**src/rtl/noc_op_node.sv**
```systemverilog
// noc_op_node: network-on-chip operator node.
//
// Gathers two operands from the network (or from local ports) and applies one
// fixed binary operation. The result goes back out as a single-flit packet.
// Each operand slot arriving from the network has its own FIFO. A result is
// issued only when every network-sourced slot holds an operand and a
// downstream credit is available.
//
// Flit layout, MSB first: {valid, tail, dest[DEST_W], vc, data[DATA_W]}.
//
// Ports:
//   CLK        in   1        single clock
//   RST        in   1        asynchronous active-high reset
//   flit_in    in   FLIT_W   receive port; vc selects slot (0 = A, 1 = B)
//   local_a    in   DATA_W   local operand A (used when LOCAL_A = 1)
//   local_b    in   DATA_W   local operand B (used when LOCAL_B = 1)
//   flit_out   out  FLIT_W   result flit, all zeros when idle
//   credit_in  in   2        {valid, vc}; a valid credit returns one slot
//   credit_out out  2        {vc1, vc0}; one-cycle pulse per operand FIFO pop
//   ops_done   out  16       wrapping count of issued results
//   err        out  3        sticky {credit_overflow, misroute, fifo_overflow}
module noc_op_node #(
  parameter int unsigned DATA_W      = 64,
  parameter int unsigned DEST_W      = 4,
  parameter int unsigned NODE_ID     = 0,
  parameter int unsigned DEST_ID     = 0,
  parameter int unsigned OP_MODE     = 0,
  parameter int unsigned LOCAL_A     = 0,
  parameter int unsigned LOCAL_B     = 0,
  parameter int unsigned FIFO_DEPTH  = 4,
  parameter int unsigned NUM_CREDITS = 2
) (
  input  logic                       CLK,
  input  logic                       RST,
  input  logic [DATA_W+DEST_W+2:0]   flit_in,
  input  logic [DATA_W-1:0]          local_a,
  input  logic [DATA_W-1:0]          local_b,
  output logic [DATA_W+DEST_W+2:0]   flit_out,
  input  logic [1:0]                 credit_in,
  output logic [1:0]                 credit_out,
  output logic [15:0]                ops_done,
  output logic [2:0]                 err
);

  localparam int unsigned FLIT_W = DATA_W + DEST_W + 3;
  localparam int unsigned AW     = $clog2(FIFO_DEPTH);
  localparam int unsigned CW     = $clog2(NUM_CREDITS + 1);
  localparam bit          NET_A  = (LOCAL_A == 0);
  localparam bit          NET_B  = (LOCAL_B == 0);

  // ---------------------------------------------------------------------------
  // Receive-side decode
  // ---------------------------------------------------------------------------
  logic              in_valid;
  logic              in_vc;
  logic [DEST_W-1:0] in_dest;
  logic [DATA_W-1:0] in_data;
  logic              dest_ok;
  logic              slot_net;

  assign in_valid = flit_in[FLIT_W-1];
  assign in_dest  = flit_in[DATA_W+1 +: DEST_W];
  assign in_vc    = flit_in[DATA_W];
  assign in_data  = flit_in[DATA_W-1:0];
  assign dest_ok  = (in_dest == DEST_W'(NODE_ID));
  assign slot_net = in_vc ? NET_B : NET_A;

  // The tail bit and the credit vc carry no meaning for a single-flit node.
  logic [1:0] unused_bits;
  assign unused_bits = {flit_in[FLIT_W-2], credit_in[0]};

  // ---------------------------------------------------------------------------
  // Operand FIFOs, index 0 = slot A, index 1 = slot B
  // ---------------------------------------------------------------------------
  logic [DATA_W-1:0] mem_q    [2][FIFO_DEPTH];
  logic [AW-1:0]     wr_ptr_q [2];
  logic [AW-1:0]     rd_ptr_q [2];
  logic [AW:0]       cnt_q    [2];

  logic [1:0] fifo_empty;
  logic [1:0] fifo_full;
  logic [1:0] push;
  logic [1:0] pop;
  logic       fire;

  logic [CW-1:0] credit_q, credit_d;

  always_comb begin
    for (int s = 0; s < 2; s++) begin
      fifo_empty[s] = (cnt_q[s] == '0);
      fifo_full[s]  = (cnt_q[s] == (AW+1)'(FIFO_DEPTH));
    end
  end

  // Fire looks only at registered state, so a flit pushed at edge N is
  // consumed at edge N+1 at the earliest.
  assign fire = (!NET_A || !fifo_empty[0]) &&
                (!NET_B || !fifo_empty[1]) &&
                (credit_q != '0);

  assign pop[0] = fire && NET_A;
  assign pop[1] = fire && NET_B;

  // A full FIFO still accepts a flit when it is being popped at the same edge.
  always_comb begin
    for (int s = 0; s < 2; s++) begin
      push[s] = in_valid && dest_ok && slot_net && (in_vc == s[0]) &&
                (!fifo_full[s] || pop[s]);
    end
  end

  logic misroute;
  logic fifo_ovf;

  // A flit aimed at a locally-sourced slot counts as misrouted.
  assign misroute = in_valid && (!dest_ok || !slot_net);
  assign fifo_ovf = in_valid && dest_ok && slot_net &&
                    fifo_full[in_vc] && !pop[in_vc];

  // Storage needs no reset; occupancy is tracked by the counters.
  always_ff @(posedge CLK) begin
    for (int s = 0; s < 2; s++) begin
      if (push[s]) begin
        mem_q[s][wr_ptr_q[s]] <= in_data;
      end
    end
  end

  always_ff @(posedge CLK or posedge RST) begin
    if (RST) begin
      for (int s = 0; s < 2; s++) begin
        wr_ptr_q[s] <= '0;
        rd_ptr_q[s] <= '0;
        cnt_q[s]    <= '0;
      end
    end else begin
      for (int s = 0; s < 2; s++) begin
        // Power-of-two depth lets the pointers wrap by natural overflow.
        if (push[s]) begin
          wr_ptr_q[s] <= wr_ptr_q[s] + 1'b1;
        end
        if (pop[s]) begin
          rd_ptr_q[s] <= rd_ptr_q[s] + 1'b1;
        end
        unique case ({push[s], pop[s]})
          2'b10:   cnt_q[s] <= cnt_q[s] + 1'b1;
          2'b01:   cnt_q[s] <= cnt_q[s] - 1'b1;
          default: cnt_q[s] <= cnt_q[s];
        endcase
      end
    end
  end

  // ---------------------------------------------------------------------------
  // Operation
  // ---------------------------------------------------------------------------
  logic [DATA_W-1:0] op_a;
  logic [DATA_W-1:0] op_b;
  logic [DATA_W-1:0] result;

  assign op_a = NET_A ? mem_q[0][rd_ptr_q[0]] : local_a;
  assign op_b = NET_B ? mem_q[1][rd_ptr_q[1]] : local_b;

  // Every mode keeps only the low DATA_W bits (add wraps, mul truncates).
  always_comb begin
    result = '0;
    case (OP_MODE)
      0:       result = op_a + op_b;
      1:       result = op_a * op_b;
      2:       result = op_a & op_b;
      3:       result = op_a | op_b;
      4:       result = op_a ^ op_b;
      default: result = op_a + op_b;
    endcase
  end

  // ---------------------------------------------------------------------------
  // Credits
  // ---------------------------------------------------------------------------
  logic credit_ret;
  logic credit_ovf;

  assign credit_ret = credit_in[1];

  always_comb begin
    credit_d   = credit_q;
    credit_ovf = 1'b0;
    unique case ({fire, credit_ret})
      2'b10: credit_d = credit_q - 1'b1;
      2'b01: begin
        if (credit_q == CW'(NUM_CREDITS)) begin
          credit_ovf = 1'b1;
        end else begin
          credit_d = credit_q + 1'b1;
        end
      end
      default: credit_d = credit_q;
    endcase
  end

  // ---------------------------------------------------------------------------
  // Registered outputs
  // ---------------------------------------------------------------------------
  logic [FLIT_W-1:0] flit_out_q, flit_out_d;
  logic [1:0]        credit_out_q;
  logic [15:0]       ops_done_q;
  logic [2:0]        err_q;

  always_comb begin
    flit_out_d = '0;
    if (fire) begin
      flit_out_d = {1'b1, 1'b1, DEST_W'(DEST_ID), 1'b0, result};
    end
  end

  always_ff @(posedge CLK or posedge RST) begin
    if (RST) begin
      credit_q     <= CW'(NUM_CREDITS);
      flit_out_q   <= '0;
      credit_out_q <= '0;
      ops_done_q   <= '0;
      err_q        <= '0;
    end else begin
      credit_q     <= credit_d;
      flit_out_q   <= flit_out_d;
      credit_out_q <= {pop[1], pop[0]};
      ops_done_q   <= ops_done_q + {15'd0, fire};
      err_q        <= err_q | {credit_ovf, misroute, fifo_ovf};
    end
  end

  assign flit_out   = flit_out_q;
  assign credit_out = credit_out_q;
  assign ops_done   = ops_done_q;
  assign err        = err_q;

endmodule
```
**config.mk**
```make
export PLATFORM = sky130hd
export DESIGN_NAME = noc_op_node
export DESIGN_NICKNAME = d
export VERILOG_FILES = /design/src/rtl/noc_op_node.sv
export SDC_FILE = /design/constraint.sdc
export NUM_CORES = 1
export LEC_CHECK = 0
export CAP_MARGIN = 20
export CORE_MARGIN = 8
export CORE_UTILIZATION = 56
export DETAILED_ROUTE_END_ITERATION = 8
export PLACE_DENSITY = 0.87
export SLEW_MARGIN = 25
export SYNTH_ARGS = -nofsm -noshare
export SYNTH_HDL_FRONTEND = slang
export SYNTH_SLANG_ARGS = --single-unit
```
**constraint.sdc**
```tcl
create_clock -name CLK -period 5.1 [get_ports CLK]
set_input_delay 0.51 -clock CLK [delete_from_list [all_inputs] [get_ports CLK]]
set_output_delay 0.51 -clock CLK [all_outputs]
set_load 0.005 [all_outputs]
```
Word-level counts from Yosys, hierarchy flattened
Memories as Yosys holds them, arrays and structs flattened.
Cells that the tools add are included.

operators by class
  add/subtract/negate cells = 12
  magnitude comparators = 7
  eq/ne operators = 10
  mux-type cells = 27
  bitwise operators = 6
  reductions and logical operators = 29

operator list
  cell                                                         count
  two-way mux 256 bit                                          4
  two-way mux 64 bit                                           6
  binary-select mux 64 bit (select 2 bit)                      2
  demux 64 bit (select 2 bit)                                  2
  OR reduction 256 bit                                         1
  two-way mux 71 bit                                           1
  adder 64 bit                                                 1
  adder 16 x 1 -> 16 bit                                       1
  greater-or-equal comparator 3 bit (second input constant)    4
  logical AND 1 bit                                            12
  inverter 2 -> 3 bit                                          4
  one-hot mux 3 bit (2 select lines)                           2
  adder 2 x 1 -> 2 bit (second input constant)                 5
  equality test 2 bit (second input constant)                  4
  two-way mux 1 bit                                            8
  nonzero test 2 bit                                           4
  adder 3 x 1 -> 3 bit (second input constant)                 2
  equality test 2 x 1 -> 1 bit (second input constant)         3
  equality test 3 bit (second input constant)                  2
  logical NOT 1 bit                                            6
  logical NOT 3 bit                                            2
  less-than comparator 3 x 1 -> 1 bit (second input constant)  2
  subtractor 3 x 1 -> 3 bit (second input constant)            2
  logical NOT 4 bit                                            1
  9 further kinds                                              10

storage, ports and cells
  flip-flop bits (word level) = 107
  RAM bits = 512
  output and inout bits = 92
  memories kept = 1

memories
  memory  words  bits a word  read ports  clocked after memory_dff  write ports  RTL line  text
  mem_q   2      256          2           0                         1            75        logic [DATA_W-1:0] mem_q [2][FIFO_DEPTH];

Longest topological paths before layout
Gate-level depths: netlist of the first run.

  word-level depth = 10
  gate-level depth with buffers = 15
  gate-level depth less buffers = 14

Worst setup path before layout of the first run
OpenSTA, ideal clock, no wires.

  path type = flip-flop to flip-flop
  start = register rd_ptr_q[2] (netlist bit)
  end = register flit_out_q[63], in the netlist flit_out[63]
  arrival time = 4.077 ns
  path slack = 0.905 ns
  stages on the path, launching flop included = 14
  buffers on the path = 3
  cell sequence = dfrtp_1 buf_1 buf_1 mux4_2 ha_1 buf_4 nand4_2 or3_4 or4_4 o211ai_4 a21oi_2 o41ai_2 xnor2_1 nor2_1

on the way
  cells in the longest elaborated chain, start to end = 6

ends and longest elaborated chain
  item                                                    RTL line  text
  start, declared                                         77        logic [AW-1:0] rd_ptr_q [2];
  start signal, assigned by index                         143       rd_ptr_q[s] <= rd_ptr_q[s] + 1'b1;
  inverter 2 -> 3 bit (implied by the code)               161       assign op_a = NET_A ? mem_q[0][rd_ptr_q[0]] : local_a;
  binary-select mux 64 bit (select 2 bit)                 161
  two-way mux 64 bit (implied by the code) (2 in series)  161
  adder 64 bit                                            -
  two-way mux 71 bit                                      211       if (fire) begin
  named net flit_out_d[63]                                204       logic [FLIT_W-1:0] flit_out_q, flit_out_d;
  end signal, assigned                                    225       flit_out_q <= flit_out_d;
  end, declared                                           204

The timed path passes the listed nets, and every way through them passes these cells. The select of a mux whose other input is x is not followed.
A chain may end at the register's enable or synchronous reset.

Final worst setup path of the first run
  start = register rd_ptr_q[2] (netlist bit)
  end = register flit_out_q[35], in the netlist flit_out[35]

The elaborated chain is that of the path after synthesis.

==> impl_metrics.env, run 1 <==
export IMPL_yosysMostFrequentCell="edfxtp_1"
export IMPL_critPathArrivalTime_ns=5.03
export IMPL_crit_required_ns=5.56
export IMPL_cts_setup_buffers=0
export IMPL_synth_edff_count=512
export IMPL_power_frac_seq_pct=30.9
export IMPL_drive_above_1_share_pct=15.53
export IMPL_endpoint_kind="flip-flop"
export IMPL_hpwlAfterDp_um=37720
export IMPL_ff2ff_path_depth=13
export IMPL_combPwrFrac_pct=47.9
export IMPL_r2r_end="flit_out[35]$_DFF_PP0_"
export IMPL_yosys_top_cells_area="edfxtp_1, mux4_2, dfrtp_1"
export IMPL_cts_resized=0
export IMPL_min_period_ns=4.570
export IMPL_numCtsBuffers=58
export IMPL_numPortBuffers=159
export IMPL_rsz0062_at_grt="no"
export IMPL_synth_ff_type="edfxtp_1"
export IMPL_clk_pin_slew_ns=0.06
export IMPL_switching_share_pct=38.17
export IMPL_dpl_cell_area_mm2=0.02841
export IMPL_pin_count=295
export IMPL_grt_max_degree=76
export IMPL_rr_startpoint="rd_ptr_q[2]$_DFFE_PP0P_"
export IMPL_grt_overflow=0
export IMPL_power_internal_w=0.01237
export IMPL_hold_viol_final=0
export IMPL_synthArstFlopShare_pct=16.34
export IMPL_worstPathMaxFanout=28
export IMPL_yosys_area_top_type_share_pct=59.01
export IMPL_start_util_pct=56.32
export IMPL_clockBufferDepth=3
export IMPL_antenna_found_initial=11
export IMPL_num_rows=79
export IMPL_max_stage_delay_ns=0.85
export IMPL_die_area_mm2=0.05368
export IMPL_syn_instance_count=1556
export IMPL_synth_top_area_cell="edfxtp_1"
export IMPL_cts_max_level=2
export IMPL_fin_crit_sh_pct=89.61
export IMPL_ant_nets=0
export IMPL_clk_latency_ns=0.60
export IMPL_cts_sinks=612
export IMPL_die_x_um=231.7
export IMPL_synth_distinct_cells=75
export IMPL_synth_seq_area_share_pct=68.62
export IMPL_synth_area_mm2=0.02605
export IMPL_status="complete, no violations"
export IMPL_hp_class="in -> async"
export IMPL_grt_pass1_wl_um=91360
export IMPL_clockPowerShare_pct=21.2
export IMPL_coreArea_mm2=0.04626
export IMPL_finClkSkew_ns=0.01936
export IMPL_power_switching_w=0.007638
export IMPL_path_delay_family="compound AO/OA/AOI/OAI gates"
export IMPL_drv_slew=0
export IMPL_grt_usage_pct=22.29
export IMPL_fmax_mhz=218.8
export IMPL_drc_errors=0
export IMPL_synth_seq_cells=612
export IMPL_syn2layout_area_growth_pct=16.35
export IMPL_worstSetupPathType="reg -> reg"
export IMPL_power_density_mw_per_mm2=660.2
export IMPL_grt_pass1_vias=15430
export IMPL_syn_avg_cell_area_um2=16.74
export IMPL_tightest_slew_ns=0.9502
export IMPL_vias=14890
export IMPL_wl_um=59890
export IMPL_p_leak_nw=10.56
export IMPL_finalSetupTns_ns=0
export IMPL_cp_num_buf_inv=1
export IMPL_drtIter0Drc=1809
export IMPL_cpMaxStageDelayCell="dfrtp_4"
export IMPL_cts_tree="yes"
export IMPL_gp_congestion=0.9463
export IMPL_drv_cap=0
export IMPL_maxSlewHeadroom_pct=36.65
export IMPL_yosys_warnings=0
export IMPL_stdcell_area_mm2=0.03031
export IMPL_crit_top_cell="nor2_1"
export IMPL_cts_hold_buffers=0
export IMPL_wl_per_cell_um=24.95
export IMPL_peakVddDrop_mv=0.5612
export IMPL_vias_per_cell=6.203
export IMPL_setup_viol=0
export IMPL_nets=2020
export IMPL_cts_root_buffer="clkbuf_16"
export IMPL_first_pass_iters=6
export IMPL_synth_common_cells="edfxtp_1, mux4_2, nor2_1"
export IMPL_r2r_slack_ns=0.53
export IMPL_critPathLaunchType="flip-flop"
export IMPL_die_y_um=231.7
export IMPL_path_cells="mux4_2 -> ha_1 -> a21oi_1 -> o221ai_1 -> a31oi_1 -> buf_4 -> o221ai_2 -> a41oi_2 -> nor3_1 -> nor2_1 -> o21bai_1 -> xnor2_1 -> nor2_1"
layer usage:
| metal | vias to the layer above | track usage (%) | wire, µm |
|---|---|---|---|
| met5 | - | 0 | 88 |
| met4 | 14 | 7.437 | 1656 |
| met3 | 143 | 4.642 | 5307 |
| met2 | 748 | 37.41 | 29640 |
| met1 | 7528 | 28.94 | 23200 |
| li1 | 6453 | - | - |
metrics by stage:
step	total power (W)	hold slack [ns]	instances	setup WS [ns]	util, %
2_1_floorplan	0.01275	0.4596	1560	0.9047	-
3_3_place_gp	0.01541	0.4456	2288	0.6070	61.41
3_5_place_dp	0.01561	0.4661	2288	0.5985	61.41
4_1_cts	0.01997	0.4806	2397	0.5779	65.50
5_1_grt	0.02103	0.4954	2400	0.2863	65.53
6_report	0.02001	0.4574	2400	0.5298	65.53
sequential cells by signal, indices dropped and copies added, names as in the netlist:
name      flops
err           3
flit_out     65
mem_q       512
wr_ptr_q      4
rd_ptr_q      4
credit_q      2
ops_done     16
cnt_q         6
kinds of logic after synthesis:
logic type	share of synthesized area [%]
AOI/OAI and AO/OA	6.306
xor gates and xnor gates	2.757
adders and majority gates	3.736
buffers and inverters	2.180
DFF	68.62
muxes	11.11
other	0.01439
and+or+nand+nor	5.278
power by group through the flow:
| stage | registers, W | logic [W] | clock network (W) |
|---|---|---|---|
| 2_1_floorplan | 0.00614 | 0.00661 | 0 |
| 3_3_place_gp | 0.00626 | 0.00915 | 0 |
| 3_5_place_dp | 0.00629 | 0.00932 | 0 |
| 4_1_cts | 0.00620 | 0.00946 | 0.00431 |
| 5_1_grt | 0.00623 | 0.0103 | 0.00450 |
| 6_report | 0.00619 | 0.00958 | 0.00424 |
cell usage in the layout (no fill, tap or decap), types with 38 or more instances in the layout:
master / synthesis / routed
mux4_2: 128 / 128
clkbuf_16: 0 / 59
a21oi_1: 86 / 86
nor2_1: 109 / 109
edfxtp_1: 512 / 512
clkdlybuf4s50_1: 0 / 159
inv_1: 39 / 38
dfrtp_1: 99 / 95
ha_1: 73 / 73
nand2_1: 72 / 72
o21ai_0: 49 / 49
xnor2_1: 61 / 61
worst max path at each step:
stage | cells after the start | endpoint | slack [ns] | from
finish | 13 | flit_out[35]$_DFF_PP0_ | 0.53 | rd_ptr_q[2]$_DFFE_PP0P_
global placement | 12 | flit_out[63]$_DFF_PP0_ | 0.61 | rd_ptr_q[0]$_DFFE_PP0P_
detailed placement | 12 | flit_out[63]$_DFF_PP0_ | 0.60 | rd_ptr_q[0]$_DFFE_PP0P_
floorplan | 13 | flit_out[63]$_DFF_PP0_ | 0.90 | rd_ptr_q[2]$_DFFE_PP0P_
global route | 14 | flit_out[62]$_DFF_PP0_ | 0.29 | rd_ptr_q[2]$_DFFE_PP0P_
CTS | 13 | flit_out[44]$_DFF_PP0_ | 0.58 | rd_ptr_q[2]$_DFFE_PP0P_
layout make-up:
| cell class | count | area [µm²] |
|---|---|---|
| flip-flops and latches | 612 | 17890 |
| repair buffers | 192 | 1977 |
| clock inverters | 18 | 226.5 |
| well taps | 607 | 759.5 |
| clock buffers | 91 | 1667 |
| diodes | 3 | 7.507 |
| inverters | 39 | 148.9 |
| fillers | 3025 | 15950 |
| multi-input cells | 838 | 7639 |
Power figures use the tool's default switching activity.
==> run 2, diff against run 1 <==
REMOVE_ABC_BUFFERS = 1   (was not set)
==> impl_metrics.env, run 2 (same netlist as run 1, synthesis figures left out) <==
export IMPL_status="complete, no violations"
export IMPL_dpl_cell_count=2284
export IMPL_nets=2016
export IMPL_hp_class="in -> async"
export IMPL_cts_tree="yes"
export IMPL_r2r_end="flit_out[56]$_DFF_PP0_"
export IMPL_critPathLaunchType="flip-flop"
export IMPL_cts_setup_buffers=0
export IMPL_critPathArrivalTime_ns=5.18
export IMPL_die_y_um=231.7
export IMPL_hold_viol_final=0
export IMPL_grt_usage_pct=22.09
export IMPL_min_period_ns=4.724
export IMPL_maxSlewHeadroom_pct=28.69
export IMPL_drv_slew=0
export IMPL_totalPowerFinal_w=0.01993
export IMPL_dpl_cell_area_mm2=0.02838
export IMPL_die_area_mm2=0.05368
export IMPL_tightest_slew_ns=1.070
export IMPL_worstPathMaxFanout=19
export IMPL_antenna_found_initial=6
export IMPL_syn2layout_area_growth_pct=16.37
export IMPL_num_rows=79
export IMPL_final_cell_mix="edfxtp_1, clkdlybuf4s50_1, mux4_2, nor2_1, dfrtp_1"
export IMPL_vias=14910
export IMPL_clockBufferDepth=3
export IMPL_power_density_mw_per_mm2=657.5
export IMPL_cts_max_level=2
export IMPL_r2r_slack_ns=0.38
export IMPL_p_leak_nw=10.56
export IMPL_cts_hold_buffers=0
export IMPL_drtIter0Drc=1600
export IMPL_peakVddDrop_mv=0.4823
export IMPL_gp_congestion=0.9523
export IMPL_stdcell_area_mm2=0.03032
export IMPL_drive_above_1_share_pct=15.95
export IMPL_crit_required_ns=5.56
export IMPL_mostFrequentLayoutCell="edfxtp_1"
export IMPL_pin_count=295
export IMPL_multi_input_area_mm2=0.007635
export IMPL_final_cells=2399
export IMPL_fill_cells=3058
export IMPL_cts_resized=0
export IMPL_wl_per_cell_um=24.92
export IMPL_grt_overflow=0
export IMPL_cts_sinks=612
export IMPL_ant_nets=0
export IMPL_wl_um=59780
export IMPL_rr_startpoint="rd_ptr_q[2]$_DFFE_PP0P_"
export IMPL_first_pass_iters=8
export IMPL_die_x_um=231.7
export IMPL_fmax_mhz=211.7
export IMPL_vias_per_cell=6.213
export IMPL_worstSetupPathType="reg -> reg"
export IMPL_grt_pass1_vias=15300
export IMPL_grt_max_degree=77
export IMPL_coreArea_mm2=0.04626
export IMPL_clk_pin_slew_ns=0.06
export IMPL_cts_root_buffer="clkbuf_16"
export IMPL_grt_pass1_wl_um=90710
export IMPL_largest_reg_flops=512
export IMPL_holdWs_ns=0.4188
export IMPL_ff2ff_path_depth=13
export IMPL_hpwlAfterDp_um=37740
export IMPL_setup_viol=0
export IMPL_drv_cap=0
export IMPL_numCtsBuffers=58
export IMPL_rsz0062_at_grt="no"
export IMPL_start_util_pct=56.32
export IMPL_numPortBuffers=159
export IMPL_fin_crit_sh_pct=92.63
export IMPL_endpoint_kind="flip-flop"
export IMPL_finClkSkew_ns=0.01255
export IMPL_seq_area_mm2=0.01789
export IMPL_drc_errors=0
export IMPL_clk_latency_ns=0.60
run 2: area by class of cell:
class                           instances  share of cell area (%)
Sequential cell                       612                   59.00
Clock inverter                         31                  0.9327
Clock buffer                           79                   5.423
Antenna cell                            5                 0.04127
Timing Repair Buffer                  188                   6.422
Tap cell                              607                   2.505
Inverter                               39                  0.4911
Multi-Input combinational cell        838                   25.18
run 2: worst max-delay path by stage:
stage | slack [ns] | cells past startpoint | from | end
global route | 0.11 | 14 | rd_ptr_q[2]$_DFFE_PP0P_ | flit_out[58]$_DFF_PP0_
detailed placement | 0.53 | 12 | rd_ptr_q[2]$_DFFE_PP0P_ | flit_out[58]$_DFF_PP0_
floorplan | -0.53 | 10 | rd_ptr_q[2]$_DFFE_PP0P_ | flit_out[63]$_DFF_PP0_
global placement | 0.58 | 12 | rd_ptr_q[2]$_DFFE_PP0P_ | flit_out[58]$_DFF_PP0_
CTS | 0.48 | 12 | rd_ptr_q[2]$_DFFE_PP0P_ | flit_out[58]$_DFF_PP0_
finish | 0.38 | 13 | rd_ptr_q[2]$_DFFE_PP0P_ | flit_out[56]$_DFF_PP0_
run 2: worst max-delay path, stage by stage, from the launching register on:
cell	delay (ns)
dfrtp_4	0.75
mux4_2	0.58
ha_1	0.26
inv_1	0.08
fa_1	0.18
nor2b_1	0.07
o31a_1	0.29
o221ai_1	0.28
nand3b_1	0.28
a31oi_2	0.40
o21ai_0	0.30
a211oi_2	0.54
nor3_1	0.12
o31ai_1	0.43
run 2: per-stage QoR:
| stage | setup WS, ns | TNS [ns] | util, % |
|---|---|---|---|
| after floorplan | -0.5303 | -11.79 | - |
| final | 0.3758 | 0 | 65.54 |
| after global routing | 0.1061 | 0 | 65.53 |
| after detailed placement | 0.5290 | 0 | 61.35 |
| after CTS | 0.4797 | 0 | 65.51 |
| after global placement | 0.5844 | 0 | 61.35 |
run 2: power breakdown:
part	switching [W]	leakage (nW)	internal [W]
clock	0.00183	0.933	0.00247
combinational	0.00552	3.78	0.00396
sequential	0.000291	5.85	0.00587
run 2: routing by layer:
metal  vias to the layer above  GRT usage, %  part of all wire, %  wire, µm
li1                       6438             -                    -         -
met1                      7595         28.66                   39     23320
met2                       724         36.57                   49     29390
met3                       147         3.946                  7.8      4663
met4                         2         9.561                  4.0      2389
met5                         -             0                0.022        13
==> run 3, diff against run 2 <==
ABC_CLOCK_PERIOD_IN_PS = 5100   (was not set)
==> results of run 3 <==
Final layout, timing and power as in run 2 (identical DEF).
